<file path="src/rtl/xor_sample_sequencer_if.sv">
// xor_sample_sequencer_if
//
// Avalon-MM handshake bundle between the sequencer and the two Qsys FIFOs.
// The signal names are written from the sequencer's point of view (o = driven
// by the sequencer, i = driven by the FIFOs).
//
//   oFIFO_RD       read strobe, cpu2fpga FIFO
//   iFIFO_RDDATA   readdata from cpu2fpga FIFO
//   iFIFO_RD_WAIT  waitrequest, read side
//   oFIFO_WR       write strobe, fpga2cpu FIFO
//   oFIFO_WRDATA   writedata to fpga2cpu FIFO
//   iFIFO_WR_WAIT  waitrequest, write side
//
// Modports: master = sequencer side, slave = FIFO side.
interface xor_sample_sequencer_if #(
  parameter int DATA_W = 32
);
  logic              oFIFO_RD;
  logic [DATA_W-1:0] iFIFO_RDDATA;
  logic              iFIFO_RD_WAIT;
  logic              oFIFO_WR;
  logic [DATA_W-1:0] oFIFO_WRDATA;
  logic              iFIFO_WR_WAIT;

  modport master (
    output oFIFO_RD,
    input  iFIFO_RDDATA,
    input  iFIFO_RD_WAIT,
    output oFIFO_WR,
    output oFIFO_WRDATA,
    input  iFIFO_WR_WAIT
  );

  modport slave (
    input  oFIFO_RD,
    output iFIFO_RDDATA,
    output iFIFO_RD_WAIT,
    input  oFIFO_WR,
    input  oFIFO_WRDATA,
    output iFIFO_WR_WAIT
  );
endinterface

</file>
<file path="src/rtl/xor_sample_sequencer.sv">
// xor_sample_sequencer
//
// Control stage between the Qsys FIFO Avalon-MM ports and the XOR perceptron
// datapath. Each sample is fetched from the cpu2fpga FIFO under waitrequest,
// held stable on oDATA while the datapath computes for CALC_LAT cycles, then a
// one-cycle weight-update strobe is issued and the datapath result is written
// back to the fpga2cpu FIFO under waitrequest. POLL_GAP idle cycles separate
// the end of a write from the next read.
//
// Ports:
//   iCLK         system clock, rising edge
//   iRESET_      asynchronous active-low reset
//   fifo         Avalon read/write handshake bundle (master modport)
//   oDATA        current sample to in_layer, changes only on a completed read
//   oDATA_VALID  one-cycle pulse in the first cycle oDATA holds a new sample
//   iRESULT      out_layer result, sampled during the UPDATE cycle
//   oUPDATE      one-cycle weight-register load enable
//   oSAMPLE_CNT  number of samples whose write was accepted (wraps)
//   oBUSY        high whenever the sequencer is not idle
//
// All outputs are registered.
module xor_sample_sequencer #(
  parameter int DATA_W   = 32,
  parameter int CALC_LAT = 16,
  parameter int POLL_GAP = 1000,
  parameter int CNT_W    = 16
) (
  input  logic                  iCLK,
  input  logic                  iRESET_,
  xor_sample_sequencer_if.master fifo,
  output logic [DATA_W-1:0]     oDATA,
  output logic                  oDATA_VALID,
  input  logic [DATA_W-1:0]     iRESULT,
  output logic                  oUPDATE,
  output logic [CNT_W-1:0]      oSAMPLE_CNT,
  output logic                  oBUSY
);

  localparam int GAP_W = (POLL_GAP > 1) ? $clog2(POLL_GAP) : 1;
  localparam int LAT_W = (CALC_LAT > 1) ? $clog2(CALC_LAT) : 1;

  localparam logic [GAP_W-1:0]  GAP_LAST = GAP_W'(POLL_GAP - 1);
  localparam logic [LAT_W-1:0]  LAT_LAST = LAT_W'(CALC_LAT - 1);

  // The host uses all-ones as an in-band marker; the datapath expects this
  // fixed encoding in its place.
  localparam logic [DATA_W-1:0] SENTINEL_IN  = {DATA_W{1'b1}};
  localparam logic [DATA_W-1:0] SENTINEL_OUT = DATA_W'(32'h1000_0001);

  typedef enum logic [2:0] {
    IDLE,
    READ,
    CALC,
    UPDATE,
    WRITE
  } state_t;

  state_t            state_q, state_d;
  logic [GAP_W-1:0]  gap_q, gap_d;
  logic [LAT_W-1:0]  lat_q, lat_d;
  logic              rd_q, rd_d;
  logic              wr_q, wr_d;
  logic [DATA_W-1:0] wrdata_q, wrdata_d;
  logic [DATA_W-1:0] data_q, data_d;
  logic              valid_q, valid_d;
  logic              update_q, update_d;
  logic [CNT_W-1:0]  cnt_q, cnt_d;
  logic              busy_q, busy_d;

  // Next-state and next-output logic. Command strobes are computed one cycle
  // ahead so that every output comes straight from a flop.
  always_comb begin
    state_d  = state_q;
    gap_d    = gap_q;
    lat_d    = lat_q;
    rd_d     = rd_q;
    wr_d     = wr_q;
    wrdata_d = wrdata_q;
    data_d   = data_q;
    valid_d  = 1'b0;
    update_d = 1'b0;
    cnt_d    = cnt_q;

    case (state_q)
      IDLE: begin
        if (gap_q == GAP_LAST) begin
          gap_d   = '0;
          rd_d    = 1'b1;
          state_d = READ;
        end else begin
          gap_d = gap_q + 1'b1;
        end
      end

      READ: begin
        // Readdata is only meaningful on the cycle waitrequest is low.
        if (rd_q && !fifo.iFIFO_RD_WAIT) begin
          rd_d    = 1'b0;
          data_d  = (fifo.iFIFO_RDDATA == SENTINEL_IN) ? SENTINEL_OUT
                                                       : fifo.iFIFO_RDDATA;
          valid_d = 1'b1;
          lat_d   = '0;
          state_d = CALC;
        end
      end

      CALC: begin
        if (lat_q == LAT_LAST) begin
          lat_d    = '0;
          update_d = 1'b1;
          state_d  = UPDATE;
        end else begin
          lat_d = lat_q + 1'b1;
        end
      end

      UPDATE: begin
        // Capture the result here so writedata stays stable however long the
        // output FIFO stalls, even though the datapath output may move on.
        wrdata_d = iRESULT;
        wr_d     = 1'b1;
        state_d  = WRITE;
      end

      WRITE: begin
        if (wr_q && !fifo.iFIFO_WR_WAIT) begin
          wr_d    = 1'b0;
          cnt_d   = cnt_q + 1'b1;
          state_d = IDLE;
        end
      end

      default: begin
        state_d = IDLE;
        rd_d    = 1'b0;
        wr_d    = 1'b0;
      end
    endcase

    busy_d = (state_d != IDLE);
  end

  // State and output registers; reset abandons any outstanding transfer.
  always_ff @(posedge iCLK or negedge iRESET_) begin
    if (!iRESET_) begin
      state_q  <= IDLE;
      gap_q    <= '0;
      lat_q    <= '0;
      rd_q     <= 1'b0;
      wr_q     <= 1'b0;
      wrdata_q <= '0;
      data_q   <= '0;
      valid_q  <= 1'b0;
      update_q <= 1'b0;
      cnt_q    <= '0;
      busy_q   <= 1'b0;
    end else begin
      state_q  <= state_d;
      gap_q    <= gap_d;
      lat_q    <= lat_d;
      rd_q     <= rd_d;
      wr_q     <= wr_d;
      wrdata_q <= wrdata_d;
      data_q   <= data_d;
      valid_q  <= valid_d;
      update_q <= update_d;
      cnt_q    <= cnt_d;
      busy_q   <= busy_d;
    end
  end

  assign fifo.oFIFO_RD     = rd_q;
  assign fifo.oFIFO_WR     = wr_q;
  assign fifo.oFIFO_WRDATA = wrdata_q;
  assign oDATA             = data_q;
  assign oDATA_VALID       = valid_q;
  assign oUPDATE           = update_q;
  assign oSAMPLE_CNT       = cnt_q;
  assign oBUSY             = busy_q;

endmodule
</file>
<file path="src/flat_wrapper.sv">
// flat-port wrapper written by rule: the top's interface ports become plain ports
module xor_sample_sequencer_flat 
#(
  parameter int DATA_W   = 32,
  parameter int CALC_LAT = 16,
  parameter int POLL_GAP = 1000,
  parameter int CNT_W    = 16
)
  (iCLK, iRESET_, oDATA, oDATA_VALID, iRESULT, oUPDATE, oSAMPLE_CNT, oBUSY, fifo_oFIFO_RD, fifo_iFIFO_RDDATA, fifo_iFIFO_RD_WAIT, fifo_oFIFO_WR, fifo_oFIFO_WRDATA, fifo_iFIFO_WR_WAIT);
  xor_sample_sequencer_if #(.DATA_W(DATA_W)) fifo_i ();
  input  logic iCLK;
  input  logic iRESET_;
  output logic [DATA_W-1:0] oDATA;
  output logic oDATA_VALID;
  input  logic [DATA_W-1:0] iRESULT;
  output logic oUPDATE;
  output logic [CNT_W-1:0] oSAMPLE_CNT;
  output logic oBUSY;
  output wire logic [$bits(fifo_i.oFIFO_RD)-1:0] fifo_oFIFO_RD;
  input wire logic [$bits(fifo_i.iFIFO_RDDATA)-1:0] fifo_iFIFO_RDDATA;
  input wire logic [$bits(fifo_i.iFIFO_RD_WAIT)-1:0] fifo_iFIFO_RD_WAIT;
  output wire logic [$bits(fifo_i.oFIFO_WR)-1:0] fifo_oFIFO_WR;
  output wire logic [$bits(fifo_i.oFIFO_WRDATA)-1:0] fifo_oFIFO_WRDATA;
  input wire logic [$bits(fifo_i.iFIFO_WR_WAIT)-1:0] fifo_iFIFO_WR_WAIT;
  assign fifo_oFIFO_RD = fifo_i.oFIFO_RD;
  assign fifo_i.iFIFO_RDDATA = fifo_iFIFO_RDDATA;
  assign fifo_i.iFIFO_RD_WAIT = fifo_iFIFO_RD_WAIT;
  assign fifo_oFIFO_WR = fifo_i.oFIFO_WR;
  assign fifo_oFIFO_WRDATA = fifo_i.oFIFO_WRDATA;
  assign fifo_i.iFIFO_WR_WAIT = fifo_iFIFO_WR_WAIT;
  xor_sample_sequencer #(.DATA_W(DATA_W), .CALC_LAT(CALC_LAT), .POLL_GAP(POLL_GAP), .CNT_W(CNT_W)) u_core (.iCLK(iCLK), .iRESET_(iRESET_), .fifo(fifo_i), .oDATA(oDATA), .oDATA_VALID(oDATA_VALID), .iRESULT(iRESULT), .oUPDATE(oUPDATE), .oSAMPLE_CNT(oSAMPLE_CNT), .oBUSY(oBUSY));
endmodule
</file>
<file path="config.mk">
export PLATFORM = sky130hd
export DESIGN_NAME = xor_sample_sequencer_flat
export DESIGN_NICKNAME = d
export VERILOG_FILES = /design/src/rtl/xor_sample_sequencer_if.sv /design/src/rtl/xor_sample_sequencer.sv /design/src/flat_wrapper.sv
export SDC_FILE = /design/constraint.sdc
export NUM_CORES = 1
export LEC_CHECK = 0
export CAP_MARGIN = 20
export CORE_UTILIZATION = 48
export CTS_CLUSTER_DIAMETER = 120
export DETAILED_ROUTE_END_ITERATION = 8
export PLACE_DENSITY = 0.85
export SETUP_SLACK_MARGIN = 0.4
export SYNTH_ARGS = -nofsm -noshare
export SYNTH_HDL_FRONTEND = slang
export SYNTH_SLANG_ARGS = --single-unit
export TNS_END_PERCENT = 100
</file>
<file path="constraint.sdc">
create_clock -name iCLK -period 4.7 [get_ports iCLK]
set_clock_uncertainty 0.05 [all_clocks]
set_input_delay 0.94 -clock iCLK [delete_from_list [all_inputs] [get_ports iCLK]]
set_output_delay 0.94 -clock iCLK [all_outputs]
set_load 0.03 [all_outputs]
</file>
==> results of run 1 <==
==> per-layer routing <==
metal | wire (um) | up-vias | GRT usage
met1 | 4190 | 1724 | 0.284
met4 | 232 | 0 | 0.0838
met5 | 0 | - | 0
met2 | 5210 | 143 | 0.381
li1 | - | 1630 | -
met3 | 800 | 21 | 0.0737
==> synthesized netlist by cell type (3+ instances only) <==
| library cell | number | area [um2] |
|---|---|---|
| and4_1 | 3 | 26.3 |
| a21o_1 | 3 | 22.5 |
| nor2b_1 | 3 | 18.8 |
| buf_2 | 7 | 35.0 |
| xnor2_1 | 16 | 140 |
| inv_1 | 4 | 15.0 |
| xor2_1 | 4 | 35.0 |
| nand3b_1 | 3 | 22.5 |
| o21ai_0 | 40 | 200 |
| nand2_1 | 85 | 319 |
| clkbuf_1 | 4 | 15.0 |
| nand4_1 | 14 | 87.6 |
| nor4_1 | 3 | 18.8 |
| nor3_1 | 5 | 25.0 |
| nand3_1 | 9 | 45.0 |
| dfrtp_1 | 102 | 2550 |
| clkbuf_2 | 3 | 15.0 |
| ha_1 | 3 | 37.5 |
| a21oi_1 | 3 | 15.0 |
| nor2_1 | 11 | 41.3 |
| mux2_2 | 33 | 372 |
| nor4_4 | 3 | 63.8 |
==> state kept, by name, indices dropped and copies added, names as in the netlist <==
register	flops
u_core.state_q	3
u_core.lat_q	4
u_core.oBUSY	1
u_core.fifo.oFIFO_WR	1
u_core.gap_q	10
u_core.oUPDATE	1
u_core.oDATA	32
u_core.oSAMPLE_CNT	16
u_core.fifo.oFIFO_WRDATA	32
u_core.oDATA_VALID	1
u_core.fifo.oFIFO_RD	1
==> worst max path at each step <==
| stage | start | to | slack (ps) | depth (start not counted) |
|---|---|---|---|---|
| 6_report | fifo_iFIFO_RD_WAIT | u_core.oDATA[15] | 1650 | 7 |
| 5_1_grt | fifo_iFIFO_RD_WAIT | u_core.oDATA[20] | 1480 | 7 |
| 4_1_cts | fifo_iFIFO_RD_WAIT | u_core.oDATA[15] | 1680 | 7 |
| 3_5_place_dp | fifo_iFIFO_RD_WAIT | u_core.oDATA[15] | 1310 | 7 |
| 3_3_place_gp | fifo_iFIFO_RD_WAIT | u_core.oDATA[23] | 1350 | 7 |
| 2_1_floorplan | fifo_iFIFO_WR_WAIT | u_core.oSAMPLE_CNT[12] | 2560 | 4 |
==> cells by family after synthesis <==
kind of cell,after synthesis
adders and majority gates,3
muxes,34
and+or+nand+nor,154
AOI/OAI and AO/OA,51
buffers and inverters,21
xor gates and xnor gates,20
DFF,102
==> area by class of cell <==
cell class / count / area share
Sequential cell: 102 / 0.418
Timing Repair Buffer: 157 / 0.258
Clock buffer: 10 / 0.0209
Multi-Input combinational cell: 262 / 0.272
Tap cell: 108 / 0.0221
Clock inverter: 5 / 0.00615
Inverter: 5 / 0.00307
==> power by group <==
group	switching, mW	leakage (nW)	internal, mW
Combinational	0.0701	1.15	0.0856
Sequential	0.00678	1.32	0.891
Clock	0.294	0.0783	0.191
Total	0.371	2.55	1.17
==> worst max-delay path: stages <==
cell and delay [ps]:
clkdlybuf4s50_1 500, nor2b_1 90, nand3_1 90, buf_4 320, clkinv_1 790, nand2_1 320, o21ai_0 150
==> stage by stage <==
step                worst slack [ps]   util  instance area [um2]  std cells  hold slack [ps]
finish                          1650  0.700                 6110        649              330
global route                    1480  0.700                 6110        649              307
CTS                             1680  0.697                 6080        648              436
detailed placement              1310  0.678                 5910        633              417
global placement                1350  0.678                 5910        633              410
floorplan                       2560      -                 4320        385              400
==> impl_metrics.json, run 1 <==
{
  "finalSetupTns_ps": 0,
  "nets": 608,
  "yosys_warnings": 0,
  "seqCellArea_um2": 2550,
  "synth-xor-area-share": 0.0406,
  "synthesis.area_um2": 4320,
  "synth_cell_types": 42,
  "first_global_vias": 3594,
  "rrSetupSlack_ps": 2120,
  "io_pins": 153,
  "synth_ff_type": "dfrtp_1",
  "async_flop_share": 1.00,
  "syn_avg_cell_area_um2": 11.2,
  "cts_tree": "yes",
  "area_growth_pct": 41.4,
  "port_buffers": 152,
  "grt_max_degree": 81,
  "final_common_cell": "clkdlybuf4s50_1",
  "cp_data_arrival_time_ps": 3220,
  "chipHeight_um": 96.8,
  "syn-num-nets": 456,
  "muxShareOfSynthArea": 0.0884,
  "antenna_cells": 0,
  "p_leak_nw": 2.55,
  "maxSlewViolCount": 0,
  "grt_remaining_overflow": 0,
  "rows": 34,
  "hold_buffers": 0,
  "drt_iter0_markers": 145,
  "insertion_delay_ps": 360,
  "cp.required_ps": 4880,
  "coreArea_um2": 8720,
  "synth_edf_count": 0,
  "dp_hpwl_mm": 7.62,
  "die_w_um": 96.8,
  "yosys.area_share.adder": 0.00869,
  "wl_per_cell_um": 16.1,
  "grt_antenna_before_repair": 0,
  "htreeDepth": 3,
  "worst_r2r_endpoint": "u_core.oDATA[15]",
  "layout_common_cells": "151 x clkdlybuf4s50_1, 102 x dfrtp_1, 85 x nand2_1, 40 x o21ai_0, 33 x mux2_2",
  "hold_viol_final": 0,
  "cts-root-buf": "clkbuf_8",
  "hp-class": "in -> async",
  "criticalPathCategory": "in -> reg",
  "drc_errors": 0,
  "wl_mm": 10.4,
  "setup_viol": 0,
  "yosysSeqAreaShare": 0.591,
  "antenna_left": 0,
  "endpoint_kind": "flop",
  "grt.total_usage": 0.231,
  "synth-simple-area-share": 0.183,
  "rr_worst_depth": 6,
  "numCtsBuffers": 9,
  "fmax_mhz": 328,
  "period_needed_ps": 3050,
  "syn-instance-count": 385,
  "synth_top_family_by_area": "simple AND/OR/NAND/NOR gates",
  "drive_above_1_share": 0.115,
  "cap_violations": 0,
  "place_congestion": 0.889,
  "dr.pass1.iters": 4,
  "rsz0062_at_grt": "false",
  "post_cts_buffers": 0,
  "die_area_um2": 9380,
  "vias": 3518,
  "slew_headroom": 0.400,
  "synth_compound_area_frac": 0.0637,
  "viasPerCell": 5.42,
  "synth_seq_cells": 102,
  "filler_cell_count": 612,
  "initial_utilization": 0.495,
  "powerDensity_nw_per_um2": 252,
  "ctsResizeCount": 0,
  "clockBufferDepth": 2,
  "clock_sinks": 102,
  "post-route-period-util": 0.648,
  "rr_startpoint": "u_core.state_q[2]",
  "multiInputGateArea_um2": 1660,
  "grt_pass1_wl_mm": 17.2,
  "tightest_slew_ps": 894,
  "clk_pin_slew_ps": 100,
  "fin_total_pwr_mw": 1.54,
  "status": "finished clean",
  "crit_fanout": 34,
  "startpoint_type": "input port",
  "ir_worst_vdd_v": 0.000191
}
(Power assumes the default switching activity.)
==> run 2: changes to the inputs <==
Settings changed: CORE_UTILIZATION 48 to 41, PLACE_DENSITY 0.85 to 0.77.
Clock period 4.7 ns to 2.7 ns, I/O delays scaled along.
==> run 2 against run 1 <==
Net effect:
- combinational power grew 71%
- critical path depth down 1
- first-iteration DRC count increased by 28%
- critical endpoint is now u_core.oDATA[27]
==> impl_metrics.json, run 2 (synthesis results as in run 1) <==
{
  "die_area_um2": 10900,
  "first_global_vias": 3598,
  "tightest_slew_ps": 687,
  "wl_mm": 10.1,
  "setup_viol": 0,
  "cpPeakStageDelay_ps": 540,
  "maxSlewViolCount": 0,
  "dp_hpwl_mm": 7.42,
  "vias": 3438,
  "place_congestion": 0.815,
  "coreArea_um2": 10300,
  "viasPerCell": 5.08,
  "hp-class": "in -> async",
  "grt_antenna_before_repair": 0,
  "clockBufferDepth": 2,
  "layout_common_cells": "151 x clkdlybuf4s50_1, 102 x dfrtp_1, 85 x nand2_1, 40 x o21ai_0, 33 x mux2_2",
  "worst_path_max_delay_cell": "or4_1",
  "cts-root-buf": "clkbuf_8",
  "post_cts_buffers": 0,
  "chipHeight_um": 105,
  "criticalPathCategory": "in -> reg",
  "grt_pass1_wl_mm": 17.4,
  "rsz0062_at_grt": "false",
  "post-route-period-util": 0.775,
  "dr.pass1.iters": 4,
  "cp.required_ps": 2880,
  "grt_max_degree": 55,
  "fin_total_pwr_mw": 2.76,
  "finalSetupTns_ps": 0,
  "status": "finished clean",
  "ctsResizeCount": 0,
  "endpoint_kind": "flop",
  "cp_data_arrival_time_ps": 2270,
  "powerDensity_nw_per_um2": 448,
  "wl_per_cell_um": 15.0,
  "numCtsBuffers": 9,
  "drc_errors": 0,
  "fmax_mhz": 478,
  "period_needed_ps": 2090,
  "cap_violations": 0,
  "die_w_um": 105,
  "crit_fanout": 20,
  "port_buffers": 152,
  "antenna_left": 0,
  "fin_util": 0.599,
  "dp_slack_ps": 240,
  "startpoint_type": "input port",
  "clock_sinks": 102,
  "hold_buffers": 0,
  "dp.cells": 663,
  "filler_cell_count": 865,
  "setup_ws_ps": 606,
  "hold_viol_final": 0,
  "final_cells": 677,
  "drt_iter0_markers": 186,
  "io_pins": 153,
  "cts_tree": "yes",
  "clk_pin_slew_ps": 100,
  "nets": 609,
  "insertion_delay_ps": 360,
  "grt.total_usage": 0.199,
  "final_common_cell": "clkdlybuf4s50_1",
  "slew_headroom": 0.542,
  "drive_above_1_share": 0.116,
  "htreeDepth": 3,
  "rows": 37,
  "ir_worst_vdd_v": 0.000298,
  "p_leak_nw": 2.57,
  "area_growth_pct": 42.7,
  "initial_utilization": 0.420,
  "grt_remaining_overflow": 0,
  "antenna_cells": 0,
  "path_cells": "clkdlybuf4s50_1 > nand4_1 > or4_1 > nor2_1 > buf_4 > o21ai_0"
}
==> run 2: area by class of cell <==
class                           count  area (um2)  share of cell area
Inverter                            5        18.8             0.00305
Timing Repair Buffer              158        1580               0.256
Clock buffer                        9         124              0.0201
Clock inverter                      5        60.1             0.00975
Sequential cell                   102        2550               0.414
Tap cell                          136         170              0.0276
Multi-Input combinational cell    262        1660               0.269
==> run 2: critical path: cells and delay by family <==
kind / cells / cell delay [ps]
buffers and inverters: 2 / 740
and+or+nand+nor: 3 / 860
AOI/OAI and AO/OA: 1 / 130
==> run 2: per-stage QoR <==
step	hold slack, ps	area, um2
after CTS	179	6160
after global routing	205	6160
after floorplan	194	4320
after global placement	408	5980
final	161	6160
after detailed placement	414	5980
==> run 2: worst paths after layout <==
check,end,from,cells after the start,slack [ps]
max,u_core.oDATA[27],fifo_iFIFO_RDDATA[20],6,610
min,u_core.oDATA[22],iRESET_,1,160
max reg2reg,u_core.gap_q[7],u_core.state_q[2],4,650
min reg2reg,u_core.oDATA[0],u_core.oDATA[0],2,430
max in group asynchronous,u_core.state_q[0],iRESET_,2,1750
min in group iCLK,u_core.oDATA[0],u_core.oDATA[0],2,430
==> run 2: per-layer routing <==
layer	routed length, um	track usage
met1	4300	0.246
met4	180	0.0714
met5	0	0
met2	4870	0.327
met3	774	0.0611
==> run 2: report_power, final <==
group / switching, mW / internal, mW / total (mW) / leakage [nW]
combinational: 0.120 / 0.147 / 0.266 / 1.15
sequential: 0.0123 / 1.55 / 1.56 / 1.32
clock: 0.509 / 0.424 / 0.933 / 0.0920
total: 0.641 / 2.12 / 2.76 / 2.57
==> run 3: changes to the inputs <==
Settings changed: CORE_UTILIZATION 41 to 45, PLACE_DENSITY 0.77 to 0.8.
Clock period 2.7 ns to 2.2 ns, I/O delays scaled along.
==> run 3 against run 2 <==
Net effect:
- register-to-register slack lost 240 ps
- setup slack lost 200 ps
- total power grew 22%
- utilization grew 7.9 points
- non-clock buffer count grew 18
- highest routed layer unchanged
- worst hold slack lost 110 ps
- clock power grew 23%
- first-iteration DRC count shrank 25%
- via count grew 4.1%
- global-route usage grew 2.9 points
==> impl_metrics.json, run 3 (synthesis results as in run 1) <==
{
  "viasPerCell": 5.19,
  "hp-class": "in -> async",
  "cts-root-buf": "clkbuf_8",
  "multiInputGateArea_um2": 1700,
  "filler_cell_count": 764,
  "seqCellArea_um2": 2550,
  "rows": 35,
  "grt_max_degree": 49,
  "p_switching_mw": 0.786,
  "die_area_um2": 9990,
  "final_common_cell": "dfrtp_1",
  "nets": 627,
  "chipHeight_um": 100,
  "wl_mm": 10.8,
  "dr.pass1.iters": 4,
  "setup_viol": 0,
  "die_w_um": 100,
  "rrSetupSlack_ps": 410,
  "clock_sinks": 102,
  "powerDensity_nw_per_um2": 535,
  "hold_viol_final": 0,
  "antenna_left": 0,
  "area_growth_pct": 45.8,
  "fmax_mhz": 559,
  "numCtsBuffers": 9,
  "vias": 3579,
  "critical_path_cell_count": 5,
  "crit_fanout": 10,
  "power.share.combinational": 0.089,
  "insertion_delay_ps": 360,
  "period_needed_ps": 1790,
  "post-route-period-util": 0.813,
  "cp-startpoint": "u_core.state_q[0]",
  "clk_pin_slew_ps": 100,
  "wl_per_cell_um": 15.7,
  "initial_utilization": 0.465,
  "endpoint": "u_core.gap_q[8]",
  "dp_hpwl_mm": 7.64,
  "endpoint_kind": "flop",
  "layout_common_cells": "100 x dfrtp_1, 99 x dlygate4sd2_1, 85 x nand2_1, 34 x o21ai_0, 34 x clkdlybuf4s50_1",
  "worst_path_max_delay_cell": "dfrtp_2",
  "place_congestion": 0.813,
  "path_delay_family": "simple AND/OR/NAND/NOR gates",
  "coreArea_um2": 9280,
  "cp_data_arrival_time_ps": 1990,
  "criticalPathCategory": "reg -> reg",
  "p_seq_frac": 0.569,
  "rr_startpoint": "u_core.state_q[0]",
  "slew_headroom": 0.584,
  "port_buffers": 152,
  "htreeDepth": 3,
  "ir_worst_vdd_v": 0.000372,
  "cp_num_buf_inv": 1,
  "maxSlewViolCount": 0,
  "startpoint_type": "flop",
  "antenna_cells": 0,
  "grt_antenna_before_repair": 0,
  "rsz0062_at_grt": "true",
  "sw_frac_of_total": 0.233,
  "worst_r2r_endpoint": "u_core.gap_q[8]",
  "cts_tree": "yes",
  "drt_iter0_markers": 140,
  "io_pins": 153,
  "cpPeakStageDelay_ps": 450,
  "first_global_vias": 3641,
  "drc_errors": 0,
  "pwr-share-clk": 0.342,
  "fin_total_pwr_mw": 3.37,
  "rr_worst_depth": 5,
  "grt_remaining_overflow": 0,
  "grt.total_usage": 0.228,
  "cp.required_ps": 2400,
  "p_leak_nw": 3.16,
  "p_int_mw": 2.58,
  "path_cells": "buf_4 > or3_4 > nor3_1 > mux2i_1 > nand3_1",
  "clockBufferDepth": 2,
  "cap_violations": 0,
  "status": "finished clean",
  "finalSetupTns_ps": 0,
  "drive_above_1_share": 0.159,
  "grt_pass1_wl_mm": 17.5,
  "tightest_slew_ps": 624
}
-- run 3: changes by cell type in the layout (fill, tap and decap cells not counted), moves of 5 or more --
cell and change:
clkdlybuf4s50_1 -117, dlygate4sd2_1 +99, dlymetal6s2s_1 +18, buf_4 +10
o21ai_0 -6, o21ai_1 +6, buf_6 +5
-- run 3: how the worst min path moves through the flow --
stage,from,end,depth (start not counted),slack [ps]
4_1_cts,iRESET_,u_core.oDATA[8],1,50
3_5_place_dp,u_core.oDATA[0],u_core.oDATA[0],2,420
2_1_floorplan,iRESET_,u_core.fifo.oFIFO_RD,0,90
5_1_grt,iRESET_,u_core.oDATA[8],1,70
6_report,iRESET_,u_core.oDATA[21],1,50
3_3_place_gp,u_core.oDATA[0],u_core.oDATA[0],2,410
-- run 3: metrics by stage --
stage,setup slack [ps],instance area (um2),util,cells,hold WS [ps]
final,411,6300,0.678,690,48.5
after global routing,315,6300,0.678,690,73.7
after CTS,355,6180,0.665,682,51.3
after detailed placement,-152,6050,0.652,664,418
after global placement,-53.9,6050,0.652,664,406
after floorplan,461,4320,-,385,94.4
-- run 3: power by group through the flow --
stage	Combinational [mW]	Sequential, mW	Clock [mW]
after floorplan	0.0288	2.02	0
after global placement	0.333	1.95	0
after detailed placement	0.338	1.95	0
after CTS	0.309	1.92	1.20
after global routing	0.322	1.92	1.28
final	0.300	1.92	1.15
-- run 3: worst register-to-register path: stages (launching register included) --
cell	delay (ps)
dfrtp_2	450
buf_4	150
or3_4	440
nor3_1	260
mux2i_1	230
nand3_1	90
-- run 3: area by class of cell --
type	instances	share of cell area
clock inverters	5	0.00934
well taps	129	0.0256
repair buffers	176	0.266
inverters	5	0.00298
flip-flops and latches	102	0.406
multi-input cells	262	0.269
clock buffers	11	0.0209
-- run 3: repair_timing --
item	4_1_cts	5_1_grt
hold buffers	0	0
endpoints found under the setup margin	120	40
setup buffers	0	8
resized for setup	117	22
hold endpoints to repair	0	0
gates cloned	2	0
pin swaps	9	13
-- run 3: layer usage --
metal	GRT usage	vias up	share of wire
li1	-	1664	-
met1	0.272	1758	0.40
met2	0.374	131	0.50
met3	0.0836	26	0.080
met4	0.0928	0	0.024
met5	0	-	0
